[src/rtl/pipe_hazard_ctrl.sv]
// pipe_hazard_ctrl: forwarding, load-use stall and IO-wait freeze control for a 5-stage pipe
// Ports:
//   clock, reset          rising-edge clock, synchronous active-high reset
//   drs, drt, use_rs/rt   ID-stage source registers and whether they are read
//   ewreg, em2reg, ern    EX-stage write/load flags and destination
//   mwreg, mm2reg, mrn    MEM-stage write/load flags and destination
//   io_req, io_ready      MEM-stage IO access and device completion
//   fwda, fwdb            operand select: 00 regfile, 01 EX alu, 10 MEM alu, 11 MEM load
//   wpcir, bubble, freeze pipeline advance / ID-EX bubble / whole-pipe hold
//   io_err, stall_cnt     sticky IO timeout flag, saturating count of stalled cycles
module pipe_hazard_ctrl #(
    parameter logic [7:0] TMO = 8'd200
) (
    input  logic        clock,
    input  logic        reset,
    input  logic [4:0]  drs,
    input  logic [4:0]  drt,
    input  logic        use_rs,
    input  logic        use_rt,
    input  logic        ewreg,
    input  logic        em2reg,
    input  logic [4:0]  ern,
    input  logic        mwreg,
    input  logic        mm2reg,
    input  logic [4:0]  mrn,
    input  logic        io_req,
    input  logic        io_ready,
    output logic [1:0]  fwda,
    output logic [1:0]  fwdb,
    output logic        wpcir,
    output logic        bubble,
    output logic        freeze,
    output logic        io_err,
    output logic [15:0] stall_cnt
);
    localparam logic [1:0] RUN    = 2'd0;
    localparam logic [1:0] IOWAIT = 2'd1;
    localparam logic [1:0] IOERR  = 2'd2;
    localparam logic [7:0] TMO_EFF = (TMO == 8'd0) ? 8'd1 : TMO;
    logic [1:0] state, state_nx;
    logic [7:0] wcnt, wcnt_nx;
    logic       ex_a, ex_b, mem_a, mem_b, hazard;
    // EX alu results win over anything in MEM; loads still in EX cannot be forwarded
    assign ex_a  = ewreg & ~em2reg & (ern != 5'd0) & (ern == drs);
    assign ex_b  = ewreg & ~em2reg & (ern != 5'd0) & (ern == drt);
    assign mem_a = mwreg & (mrn != 5'd0) & (mrn == drs);
    assign mem_b = mwreg & (mrn != 5'd0) & (mrn == drt);
    assign fwda  = ex_a ? 2'b01 : mem_a ? {1'b1, mm2reg} : 2'b00;
    assign fwdb  = ex_b ? 2'b01 : mem_b ? {1'b1, mm2reg} : 2'b00;
    assign hazard = ewreg & em2reg & (ern != 5'd0) &
                    ((use_rs & (ern == drs)) | (use_rt & (ern == drt)));
    // freeze asserts in the very cycle an unready IO access appears
    assign freeze = (state == IOWAIT) | (state == IOERR) |
                    ((state == RUN) & io_req & ~io_ready);
    assign wpcir  = ~(freeze | hazard);
    assign bubble = ~freeze & hazard;
    assign io_err = state == IOERR;
    always_comb begin
        state_nx = state;
        wcnt_nx  = wcnt;
        case (state)
            RUN: if (io_req & ~io_ready) begin
                state_nx = IOWAIT;
                wcnt_nx  = 8'd1;
            end
            IOWAIT: if (io_ready) begin
                state_nx = RUN;
                wcnt_nx  = 8'd0;
            end else if (wcnt == TMO_EFF) begin
                state_nx = IOERR;
            end else begin
                wcnt_nx = wcnt + 8'd1;
            end
            IOERR: state_nx = IOERR;
            default: begin
                state_nx = RUN;
                wcnt_nx  = 8'd0;
            end
        endcase
    end
    always_ff @(posedge clock) begin
        if (reset) begin
            state     <= RUN;
            wcnt      <= 8'd0;
            stall_cnt <= 16'd0;
        end else begin
            state     <= state_nx;
            wcnt      <= wcnt_nx;
            stall_cnt <= (~wpcir && stall_cnt != 16'hFFFF) ? stall_cnt + 16'd1 : stall_cnt;
        end
    end
endmodule

[config.mk]
export PLATFORM = sky130hd
export DESIGN_NAME = pipe_hazard_ctrl
export DESIGN_NICKNAME = d
export VERILOG_FILES = /design/src/rtl/pipe_hazard_ctrl.sv
export SDC_FILE = /design/constraint.sdc
export NUM_CORES = 1
export LEC_CHECK = 0
export BUFFER_PORTS_ARGS = -buffer_cell sky130_fd_sc_hd__buf_2
export CORE_UTILIZATION = 48
export DETAILED_ROUTE_END_ITERATION = 7
export PLACE_DENSITY = 0.77
export SYNTH_ARGS = -nofsm -noshare
export SYNTH_HDL_FRONTEND = slang
export SYNTH_SLANG_ARGS = --single-unit
[constraint.sdc]
create_clock -name clock -period 1.85 [get_ports clock]
set_clock_uncertainty 0.05 [all_clocks]
set_input_delay 0 -clock clock [delete_from_list [all_inputs] [get_ports clock]]
set_output_delay 0 -clock clock [all_outputs]
set_load 0.02 [all_outputs]
After elaboration in Yosys (flattened, before gate mapping):

Cells that the tools add are included.

* input port bits: 30
* logic and storage cells: 59
* flip-flop bits (word level): 26
* output and inout port bits: 24

* equal/unequal tests: 11
* reductions and logical operators: 6
* $add $sub $neg: 2
* bitwise operators: 25
* multiplexer cells: 12

Operators with widths (number)
* 8-bit 2-to-1 mux: 3
* 8-bit one-hot mux with 3 select lines: 1
* 5-bit equality test: 4
* 16-bit by 1-bit adder with 16-bit output, second input constant: 1
* 1-bit AND: 16
* 16-bit != test, second input constant: 1
* 2-bit 2-to-1 mux: 7
* 5-bit nonzero test: 2
* 8-bit by 1-bit adder with 8-bit output, second input constant: 1
* 8-bit equality test, second input constant: 1
* 2-bit one-hot mux with 3 select lines: 1
* 1-bit inverter: 5
* 1-bit OR: 4
* 3-bit by 2-bit != test with 1-bit output, second input constant: 1
* 3-bit != test, second input constant: 1
* 3-bit AND reduction: 1
* 2-bit by 1-bit equality test with 1-bit output, second input constant: 1
* 2-bit equality test, second input constant: 1
* 2-bit zero test: 1
* 2-bit by 1-bit != test with 1-bit output, second input constant: 1
* 2-bit AND reduction: 1
* 1-bit logical AND: 1

Logic depth before layout (Yosys ltp):

* depth in word-level cells: 6
* mapped depth: 8
* depth with buffers taken out: 7

Worst setup path after synthesis:

Ideal clock, no wire load.

* path type: reg2reg
* from: register stall_cnt[0]
* to: register stall_cnt[8]
* setup slack: -361 ps
* data arrival time: 2040 ps
* clock period less this slack: 2211 ps
* cell stages (with the launch flop): 9
* buffers on the path: 2
* required time: 1679 ps
* setup time: 121 ps
* path through: dfxtp_1 ha_1 nand3_1 or4_1 buf_6 buf_8 nand4b_1 o22ai_1 mux2_4

* cells in the longest elaborated chain, start to end: 2
* elaborated cells between the ends (all ways): 3
* classes of those cells: 1 x add/sub; 1 x eq/ne; 1 x reduce/logical

RTL lines
* start: declaration: line 34 `output logic [15:0] stall_cnt`
* start signal: assignment: line 89 `stall_cnt <= (~wpcir && stall_cnt != 16'hFFFF) ? stall_cnt + 16'd1 : stall_cnt;`
* branches (longest 2 deep; another with 16-bit by 1-bit adder with 16-bit output)

Parallel ways; which one is timed is not known.
A chain may end at the register's enable or synchronous reset.

Final worst setup path:

* from: register stall_cnt[9]
* to: register stall_cnt[11]

The elaborated chain is that of the path after synthesis.

==> results.md <==
* Synth async-reset ratio at 0%
* Final setup violation count at 13
* Hold Path Class: input pin to flip-flop
* Most frequent cell after synthesis: nor2_1
* Beginning of the worst hold path: reset
* CTS tree: yes
* Hold slack at ~0.16 ns
* Row count at 23
* Via density at 5.824
* Largest net degree at the start of global routing at 21
* Final antenna-violating net count at 0
* CTS clk-pin slew, worst paths at 0.10 ns
* Pleak at 1.318 nW
* Crit start category: flip-flop
* RD Place Congestion at 0.8548
* Detailed Route Iter0 Violations at around 140
* Final TNS setup at -0.9271 ns
* DRC at 0
* Status: complete, but fails checks
* Final period util at 108.3%
* Slowest cell on crit path: or4_4
* Max Freq at between 400 and 500 MHz
* Clock Latency Late Sink at about 0.28 ns
* Slew headroom at 62.36%
* Layout area overhead at 49.10%
* Cell variety after synth at 50
* Setup CP Type: flip-flop to flip-flop
* Wirelength per Cell at between 15 and 20 µm
* Min setup slack post-route at -0.1539 ns
* Worst-Margin Slew at 0.5621 ns
* Synth Register Bits at 26
* YS warnings at 0
* Design area at 3009 µm²
* Layout cells sized above 1 at 47.95%
* Top post-synthesis cells by count: nor2_1, dfxtp_1, xor2_1, nand3_1, nor2b_1
* Gate Count Post-Synth at approximately 250
* Root Buffer: clkbuf_8
* Top cells by area, synth: dfxtp_1, xor2_1, nor2_1, nor2b_1, ha_1
* EDFF count, synth at 0
* GRT overflow at 0
* Crit end category: flip-flop
* Via count at 2283
* Placed insts at about 380
* Critical R2R Launch: stall_cnt[9]
* GRT Total Usage at 26.32%
* Avg Cell Area, Syn at 8.105 µm²
* Cell Chain, Critical Path: nand4_4 -> or4_4 -> or2b_1 -> buf_4 -> o32ai_1 -> mux2_2
* Reg-to-reg endpoint: stall_cnt[11]
* Maxcap violations at 0
* Num CTS Buffers at 3
* Yosys top cell area share at between 20% and 30%
* Failing checks: setup timing
* Syn Std Cell Area at 2018 µm²
* Diode count at 0
* Seq/Total Area, Yosys at 25.79%
* Hold Fails Final Rpt at 0
* WHS Path Cells at 3
* Crit path largest cell delay at roughly 0.6 ns
* Post-DP Area at 2640 µm²
* Initial antenna violation count at 0
* Routed WL at 6359 µm
* Yosys top cell by area: dfxtp_1
* H-tree lvl count at 1
* Hold Path End: stall_cnt[3]
* Clock Tree Buf Depth at 2
* Power Dens Cells at 488.0 nW/µm²
* Vias in the first global route at 1973
* Reg2Reg Setup Slack at -0.15 ns
* IO Count at 54
* Non-filler cells, final at ~390
* DIE AREA at 4468 µm²
* Syn nets at 286
* Core ar. at 4029 µm²
* Max FO, Critical Path at 5
* Worst EP arrival at 2.14 ns
* Fin crit period at 2.004 ns
* Peak VDD IR at slightly above 0.3 mV
* Nets at 380
* CP required at 1.98 ns
* Dpl hpwl at 4233 µm
* Initial Util at 50.09%
* Ys flop type: dfxtp_1
* First-pass GRT wire length at 8942 µm
* RSZ-0062 raised after global routing: true
* Clk sinks at 26
* Slew Viols, Final at 0
* Number of iterations in the first detailed-routing pass at 4
* Worst Reg2Reg Path Length in Cells at 6
* Die X-Extent at 66.84 µm
* Die H at between 60 and 70 µm
* Port Buffers at 53
-- cell usage in the layout, fill, tap and decap left out, types with 3 or more instances in the layout --
cell type	Yosys	final
buf_2	2	52
buf_4	1	39
nor2_1	29	28
xor2_1	17	17
nor2b_1	16	16
dfxtp_4	0	12
nand2_1	12	10
nand4_1	10	10
xnor2_1	9	9
dfxtp_1	26	9
nand3_1	16	8
mux2_4	2	8
inv_1	9	7
and3_1	8	7
buf_6	1	7
nor3_1	7	6
o21ai_2	1	6
nand3_2	0	5
ha_1	7	5
dfxtp_2	0	5
o21ai_0	6	4
a211oi_1	4	4
o211ai_1	3	3
nand3_4	0	3
nand2b_1	3	3
a21oi_1	4	3
mux2_2	6	3
mux2_1	6	3
clkbuf_8	0	3
-- metrics by stage --
stage / total power [mW] / setup WS (ns) / utilization, %
2_1_floorplan: 0.8120 / -0.07770 / -
3_3_place_gp: 0.9654 / -0.1128 / 65.53
3_5_place_dp: 0.9785 / -0.1351 / 65.53
4_1_cts: 1.416 / -0.06450 / 69.57
5_1_grt: 1.533 / -0.1977 / 74.69
6_report: 1.468 / -0.1539 / 74.69
-- timing repair --
| action | in CTS | in global routing |
|---|---|---|
| cloned | 1 | 0 |
| endpoints found under the hold margin | 0 | 0 |
| pin swaps | 2 | 14 |
| setup buffers | 2 | 7 |
| hold buffers | 0 | 0 |
| setup endpoints to repair | 16 | 22 |
| gates resized for setup | 18 | 34 |
-- worst max path at each step --
| stage | start | end | slack (ns) | cells past startpoint |
|---|---|---|---|---|
| global placement | stall_cnt[1] | stall_cnt[14] | -0.11 | 8 |
| detailed placement | stall_cnt[1] | stall_cnt[14] | -0.14 | 8 |
| CTS | stall_cnt[9] | stall_cnt[13] | -0.06 | 6 |
| finish | stall_cnt[9] | stall_cnt[11] | -0.15 | 6 |
| floorplan | stall_cnt[15] | stall_cnt[4] | -0.08 | 7 |
| global route | stall_cnt[11] | stall_cnt[9] | -0.20 | 6 |
-- flip-flops by register name, summed over array words and instances (netlist names) --
signal     cells
wcnt           8
stall_cnt     16
state          2
-- area by class of cell --
type                    count  area (µm²)
flip-flops and latches     26       571.8
inverters                   9       33.78
fillers                   273        1020
repair buffers             98       631.9
clock buffers               4       66.31
multi-input cells         205        1643
well taps                  50       62.56
-- layer usage --
metal  vias to the layer above  wire, µm  global-route usage [%]
met5                         -         0                       0
met4                         0       193                   11.44
met3                        20       339                   3.596
met2                        79      3157                   43.18
met1                      1095      2669                   33.95
li1                       1089         -                       -
-- logic make-up after synthesis --
group	Yosys count	share of synthesized area (%)
AOI/OAI and AO/OA	37	12.71
DFF	26	25.79
muxes	16	9.175
buffers and inverters	18	4.587
and+or+nand+nor	119	32.11
xor gates and xnor gates	26	11.28
adders and majority gates	7	4.340
-- worst max-delay path, delay by kind of cell, from the launching register on --
family | cells | cell delay (ns)
simple gates | 3 | 0.97
mux | 1 | 0.28
compound gates | 1 | 0.09
flops | 1 | 0.39
buf+inv | 1 | 0.13
-- power by group --
group / switching (mW) / internal (mW)
registers: 0.0189 / 0.565
logic: 0.247 / 0.200
clock network: 0.201 / 0.236
total: 0.467 / 1.00
No activity file was read; power rests on OpenSTA's default activity.
